### src/rtl/ctrl_pkg.sv
// Shared control-path types and encodings for the pipelined RISC-V core.
// Bundle fields are sized for the widest supported ALUOp/rd; narrower settings zero-extend.
package ctrl_pkg;

    localparam int ALUOP_FIELD_W = 4;
    localparam int RD_FIELD_W    = 5;

    localparam logic [6:0] OP_R      = 7'b0110011;
    localparam logic [6:0] OP_I_ALU  = 7'b0010011;
    localparam logic [6:0] OP_LOAD   = 7'b0000011;
    localparam logic [6:0] OP_STORE  = 7'b0100011;
    localparam logic [6:0] OP_BRANCH = 7'b1100011;
    localparam logic [6:0] OP_JAL    = 7'b1101111;
    localparam logic [6:0] OP_JALR   = 7'b1100111;

    localparam logic [1:0] ALUOP_ADD    = 2'b00;
    localparam logic [1:0] ALUOP_BRANCH = 2'b01;
    localparam logic [1:0] ALUOP_R      = 2'b10;
    localparam logic [1:0] ALUOP_I      = 2'b11;

    localparam logic [1:0] MTR_ALU = 2'b00;
    localparam logic [1:0] MTR_MEM = 2'b01;
    localparam logic [1:0] MTR_PC4 = 2'b10;

    typedef struct packed {
        logic [ALUOP_FIELD_W-1:0] aluop;
        logic                     alusrc;
        logic                     branch;
        logic                     jump;
        logic                     memread;
        logic                     memwrite;
        logic                     regwrite;
        logic [1:0]               memtoreg;
        logic [RD_FIELD_W-1:0]    rd;
        logic                     valid;
    } ctrl_bundle_t;

    localparam ctrl_bundle_t CTRL_BUBBLE = '0;

endpackage

### src/rtl/ctrl_decode.sv
// Pure combinational opcode decoder: control bundle, illegal flag and source-register usage.
module ctrl_decode
    import ctrl_pkg::*;
#(
    parameter int REG_IDX_W = 5,
    parameter int ALUOP_W   = 2,
    parameter bit JUMP_EN   = 1'b1
) (
    input  logic [31:0]          instr,
    output ctrl_bundle_t         ctrl,
    output logic                 illegal,
    output logic                 use_rs1,
    output logic                 use_rs2,
    output logic [REG_IDX_W-1:0] rs1,
    output logic [REG_IDX_W-1:0] rs2
);

    logic [6:0] opcode;
    logic       unused_bits;

    assign opcode      = instr[6:0];
    assign rs1         = instr[15 +: REG_IDX_W];
    assign rs2         = instr[20 +: REG_IDX_W];
    assign unused_bits = ^{instr[31:25], instr[14:12]};

    // Narrow ALUOp settings truncate to ALUOP_W first, then zero-extend into the bundle field.
    function automatic logic [ALUOP_FIELD_W-1:0] aluop_ext(input logic [1:0] code);
        logic [ALUOP_W-1:0] narrow;
        narrow = ALUOP_W'(code);
        return ALUOP_FIELD_W'(narrow);
    endfunction

    always_comb begin
        ctrl    = CTRL_BUBBLE;
        illegal = 1'b0;
        use_rs1 = 1'b0;
        use_rs2 = 1'b0;
        case (opcode)
            OP_R: begin
                ctrl.aluop    = aluop_ext(ALUOP_R);
                ctrl.regwrite = 1'b1;
                use_rs1       = 1'b1;
                use_rs2       = 1'b1;
            end
            OP_I_ALU: begin
                ctrl.aluop    = aluop_ext(ALUOP_I);
                ctrl.alusrc   = 1'b1;
                ctrl.regwrite = 1'b1;
                use_rs1       = 1'b1;
            end
            OP_LOAD: begin
                ctrl.aluop    = aluop_ext(ALUOP_ADD);
                ctrl.alusrc   = 1'b1;
                ctrl.memread  = 1'b1;
                ctrl.regwrite = 1'b1;
                ctrl.memtoreg = MTR_MEM;
                use_rs1       = 1'b1;
            end
            OP_STORE: begin
                ctrl.aluop    = aluop_ext(ALUOP_ADD);
                ctrl.alusrc   = 1'b1;
                ctrl.memwrite = 1'b1;
                use_rs1       = 1'b1;
                use_rs2       = 1'b1;
            end
            OP_BRANCH: begin
                ctrl.aluop  = aluop_ext(ALUOP_BRANCH);
                ctrl.branch = 1'b1;
                use_rs1     = 1'b1;
                use_rs2     = 1'b1;
            end
            OP_JAL: begin
                if (JUMP_EN) begin
                    ctrl.jump     = 1'b1;
                    ctrl.regwrite = 1'b1;
                    ctrl.memtoreg = MTR_PC4;
                end else begin
                    illegal = 1'b1;
                end
            end
            OP_JALR: begin
                if (JUMP_EN) begin
                    ctrl.aluop    = aluop_ext(ALUOP_ADD);
                    ctrl.alusrc   = 1'b1;
                    ctrl.jump     = 1'b1;
                    ctrl.regwrite = 1'b1;
                    ctrl.memtoreg = MTR_PC4;
                    use_rs1       = 1'b1;
                end else begin
                    illegal = 1'b1;
                end
            end
            default: illegal = 1'b1;
        endcase
        ctrl.valid = !illegal;
        // rd is only meaningful for writers; stores and branches reuse those bits as immediate.
        if (ctrl.regwrite) begin
            ctrl.rd = RD_FIELD_W'(instr[7 +: REG_IDX_W]);
        end
    end

endmodule

### src/rtl/ctrl_pipe.sv
// Control path for the pipelined core: decode in ID, then ID/EX, EX/MEM and MEM/WB control
// registers with stall, flush and load-use bubble handling.
module ctrl_pipe
    import ctrl_pkg::*;
#(
    parameter int REG_IDX_W = 5,
    parameter int ALUOP_W   = 2,
    parameter bit JUMP_EN   = 1'b1
) (
    input  logic         clk_i,
    input  logic         rst_i,
    input  logic [31:0]  instr_i,
    input  logic         id_valid_i,
    input  logic         stall_i,
    input  logic         flush_i,
    output ctrl_bundle_t ex_ctrl_o,
    output ctrl_bundle_t mem_ctrl_o,
    output ctrl_bundle_t wb_ctrl_o,
    output logic         hazard_stall_o,
    output logic         illegal_o
);

    ctrl_bundle_t         dec_ctrl;
    logic                 dec_illegal;
    logic                 dec_use_rs1;
    logic                 dec_use_rs2;
    logic [REG_IDX_W-1:0] dec_rs1;
    logic [REG_IDX_W-1:0] dec_rs2;

    ctrl_bundle_t ex_p0;
    ctrl_bundle_t mem_p1;
    ctrl_bundle_t wb_p2;
    logic         illegal_p0;

    logic rs1_hit;
    logic rs2_hit;
    logic hazard;

    ctrl_decode #(
        .REG_IDX_W (REG_IDX_W),
        .ALUOP_W   (ALUOP_W),
        .JUMP_EN   (JUMP_EN)
    ) u_decode (
        .instr   (instr_i),
        .ctrl    (dec_ctrl),
        .illegal (dec_illegal),
        .use_rs1 (dec_use_rs1),
        .use_rs2 (dec_use_rs2),
        .rs1     (dec_rs1),
        .rs2     (dec_rs2)
    );

    // Load-use: a load in EX whose (nonzero) destination feeds a source the ID instruction reads.
    assign rs1_hit = dec_use_rs1 && (RD_FIELD_W'(dec_rs1) == ex_p0.rd);
    assign rs2_hit = dec_use_rs2 && (RD_FIELD_W'(dec_rs2) == ex_p0.rd);
    assign hazard  = ex_p0.valid && ex_p0.memread && (ex_p0.rd != '0) &&
                     id_valid_i && (rs1_hit || rs2_hit);

    // ID -> EX -> MEM -> WB stage registers
    always_ff @(posedge clk_i or posedge rst_i) begin
        if (rst_i) begin
            ex_p0      <= CTRL_BUBBLE;
            mem_p1     <= CTRL_BUBBLE;
            wb_p2      <= CTRL_BUBBLE;
            illegal_p0 <= 1'b0;
        end else if (stall_i) begin
            illegal_p0 <= 1'b0;
        end else begin
            mem_p1     <= ex_p0;
            wb_p2      <= mem_p1;
            illegal_p0 <= 1'b0;
            if (flush_i || hazard || !id_valid_i) begin
                ex_p0 <= CTRL_BUBBLE;
            end else begin
                // An illegal opcode decodes to the all-zero bundle, so it enters EX as a bubble.
                ex_p0      <= dec_ctrl;
                illegal_p0 <= dec_illegal;
            end
        end
    end

    assign ex_ctrl_o      = ex_p0;
    assign mem_ctrl_o     = mem_p1;
    assign wb_ctrl_o      = wb_p2;
    assign hazard_stall_o = hazard;
    assign illegal_o      = illegal_p0;

endmodule

### config.mk
export PLATFORM = sky130hd
export DESIGN_NAME = ctrl_pipe
export DESIGN_NICKNAME = d
export VERILOG_FILES = /design/src/rtl/ctrl_pkg.sv /design/src/rtl/ctrl_decode.sv /design/src/rtl/ctrl_pipe.sv
export SDC_FILE = /design/constraint.sdc
export NUM_CORES = 1
export LEC_CHECK = 0
export CAP_MARGIN = 10
export CORE_MARGIN = 1.5
export CORE_UTILIZATION = 28
export DETAILED_ROUTE_END_ITERATION = 7
export PLACE_DENSITY = 0.64
export SLEW_MARGIN = 20
export SYNTH_ARGS = -nofsm -noshare
export SYNTH_HDL_FRONTEND = slang
export SYNTH_SLANG_ARGS = --single-unit
### constraint.sdc
create_clock -name clk_i -period 2.5 [get_ports clk_i]
set_clock_uncertainty 0.15 [all_clocks]
set_input_delay 0.5 -clock clk_i [delete_from_list [all_inputs] [get_ports clk_i]]
set_output_delay 0.5 -clock clk_i [all_outputs]
set_load 0.01 [all_outputs]
==> flow_summary.toml <==
[floorplan]
ioPinCount = 93
floorplan.initialDensity = 0.295
rows = 31
die_y_um = 91.1
die_x_um = 91.1
die_area_sq_um = 8300
core-area_sq_um = 7370

[sta]
max-slew-margin-rel = 0.643
rsz0062_at_grt = "yes"
tightestPinTransition_ns = 0.536
hold_violations = 0
layout_setup_ws_ns = -0.0422
whs_ns = 0.355
setup-tns-final_ns = -0.0422
finalSetupViolations = 1
fin_crit_ns = 2.54
finalCritPeriodShare = 1.02
timing.fmax_ghz = 0.393
slew_viol_final = 0

[power]
power.total_mw = 1.36
p_per_area_nw_per_um2 = 409
ir_worst_vdd_v = 0.000176
leakage_nw = 1.49

[placement]
place_hpwl_mm = 3.84
placed_cell_area_sq_um = 3150
dp.cells = 368
place.gp.congestion = 0.794
dpl_worst_slack_ns = -0.436
io_buffers = 76

[clocking]
tritoncts = "built"
numCtsBuffers = 5
root_buffer = "clkbuf_8"
cts.path.max_buffers = 2
path_clk_slew_ns = 0.09
worstSkewPairLatency_ns = 0.29
htree_levels = 2
clock-sinks = 46

[synthesis]
synth_top_cell_by_area = "dfrtp_1"
postSynthAreaPerCell_sq_um = 11.9
synth_top_area_frac = 0.530
synth_compound_area_frac = 0.0714
synth_enable_flop_cells = 0
synth.area.mux_share = 0.155
synth_top_family_by_area = "multiplexers"
synth-xor-area-share = 0.0403
ys_seq_elements = 46
ys_seq_area_frac = 0.530
ys.flop_type = "dfrtp_1"
synth_cell_type_count = 35
synth-simple-area-share = 0.150
yosys_warnings = 0
synth_cells = 183
synth.area.top_cells = "dfrtp_1 (53%), mux2_2 (16%), xnor2_1 (4.0%), nand2_1 (3.8%), o31ai_1 (3.5%)"
syn_area_sq_um = 2170
async_reset_ff_frac = 1.00
yosys.area_share.adder = 0

[route]
firstDrtPassIters = 6
drc = 0
detail-route-antenna-nets = 0
met1_length_mm = 2.45
routed.top_layer = "met4"
viasPerCell = 4.56
dr_wl_met3_um = 258
wl_mm = 5.27
dr_wl_met2_mm = 2.47
vias = 1736
wl_per_cell_um = 13.8
drt_iter0_markers = 84

[run]
cap_violations = 0

[status]
violations = "setup timing"
outcome = "finished, violations left"

[worst_setup_path]
worst_ep_required_time_ns = 1.85
worst-setup-path-type = "register to output pin"
cp-end-kind = "output pin"
r2r_cells = 7
worstPathMaxFanout = 2
r2r_end = "ex_ctrl_o[1]"
crit_start = "ex_ctrl_o[5]"
arrival_ns = 1.89
rr_startpoint = "ex_ctrl_o[5]"
critPathLaunchType = "register"
regToRegSetupSlack_ns = 0.30

[min_path]
min_to = "wb_ctrl_o[11]"
hold_path_depth = 1
min_path_type = "register to register"
min_from = "wb_ctrl_o[11]"

[global_routing]
grt_max_degree = 46
antenna_found_initial = 0
grt_overflow_total = 0
grt_util_all_layers = 0.129
grt_pass1_wl_mm = 8.48
grt_pass1_vias = 1644

[finish]
fill_cells = 723
nets = 318
final_util = 0.451
multi_input_area_sq_um = 977
syn2layout_area_growth_pct = 53.1
seq_area_sq_um = 1150
final_cells = 381
antenna_cells = 0
drive_above_1_share = 0.280
final_common_cell = "clkdlybuf4s50_1"
layout_common_cells = "clkdlybuf4s50_1 (68), dfrtp_1 (46), mux2_2 (30)"
final_cell_area_sq_um = 3330
## critical path, stage by stage (launching register included)
cell     delay (ns)
dfrtp_1        0.39
or4_4          0.59
o21ai_4        0.17
nor4_4         0.07
or2_4          0.25
buf_6          0.12
## cells in the mapped netlist, drive strengths merged, types with 2 or more instances
master and count:
nor4 3, or3b 2, xnor2 10, nand3 9, nand3b 2, or2 2
nand2 22, nand2b 2, dfrtp 46, mux2 30, nor3 2, nor2 5
clkbuf 4, buf 13, o31ai 11, o21ai 6, nand4b 2
## cells by family (layout without fill, tap and decap cells)
| logic type | Yosys count | count (layout) |
|---|---|---|
| buffers and inverters | 18 | 112 |
| other | 1 | 6 |
| XOR/XNOR | 10 | 10 |
| flip-flops | 46 | 46 |
| AND/OR/NAND/NOR | 57 | 57 |
| AO/OA/AOI/OAI | 21 | 21 |
| multiplexers | 30 | 30 |
## flip-flops by register name, summed over array words and instances, names as in the netlist
| name | cells |
|---|---|
| illegal_o | 1 |
| wb_ctrl_o | 15 |
| ex_ctrl_o | 15 |
| mem_ctrl_o | 15 |
## layout make-up
class / count / share of cell area
multi-input cells: 124 / 0.294
inverters: 1 / 0.00113
well taps: 99 / 0.0372
clock inverters: 1 / 0.00150
flip-flops and latches: 46 / 0.346
repair buffers: 103 / 0.294
clock buffers: 7 / 0.0259
## report_power, final
group	internal, mW	switching [mW]
Sequential	0.748	0.00326
Clock	0.223	0.229
Combinational	0.0829	0.0737
## per-layer routing
metal  up-vias  GRT usage
met5         -          0
met4         0     0.0534
met3         8     0.0251
met2        65      0.204
met1       830      0.173
li1        833          -
## worst max-delay path by stage
| stage | slack [ns] | cells after the start | end |
|---|---|---|---|
| after floorplan | 0.26 | 5 | hazard_stall_o |
| after global placement | -0.42 | 7 | hazard_stall_o |
| after detailed placement | -0.44 | 6 | hazard_stall_o |
| after CTS | -0.02 | 5 | hazard_stall_o |
| after global routing | -0.11 | 5 | hazard_stall_o |
| final | -0.04 | 5 | hazard_stall_o |
## timing repair
action                                  4_1_cts  5_1_grt
pin swaps                                     6        8
hold buffers                                  0        0
gates resized for setup                      16        7
endpoints found under the hold margin         0        0
buffers inserted                              3        2
endpoints found under the setup margin        1        1
No activity file was read; power rests on OpenSTA's default activity.
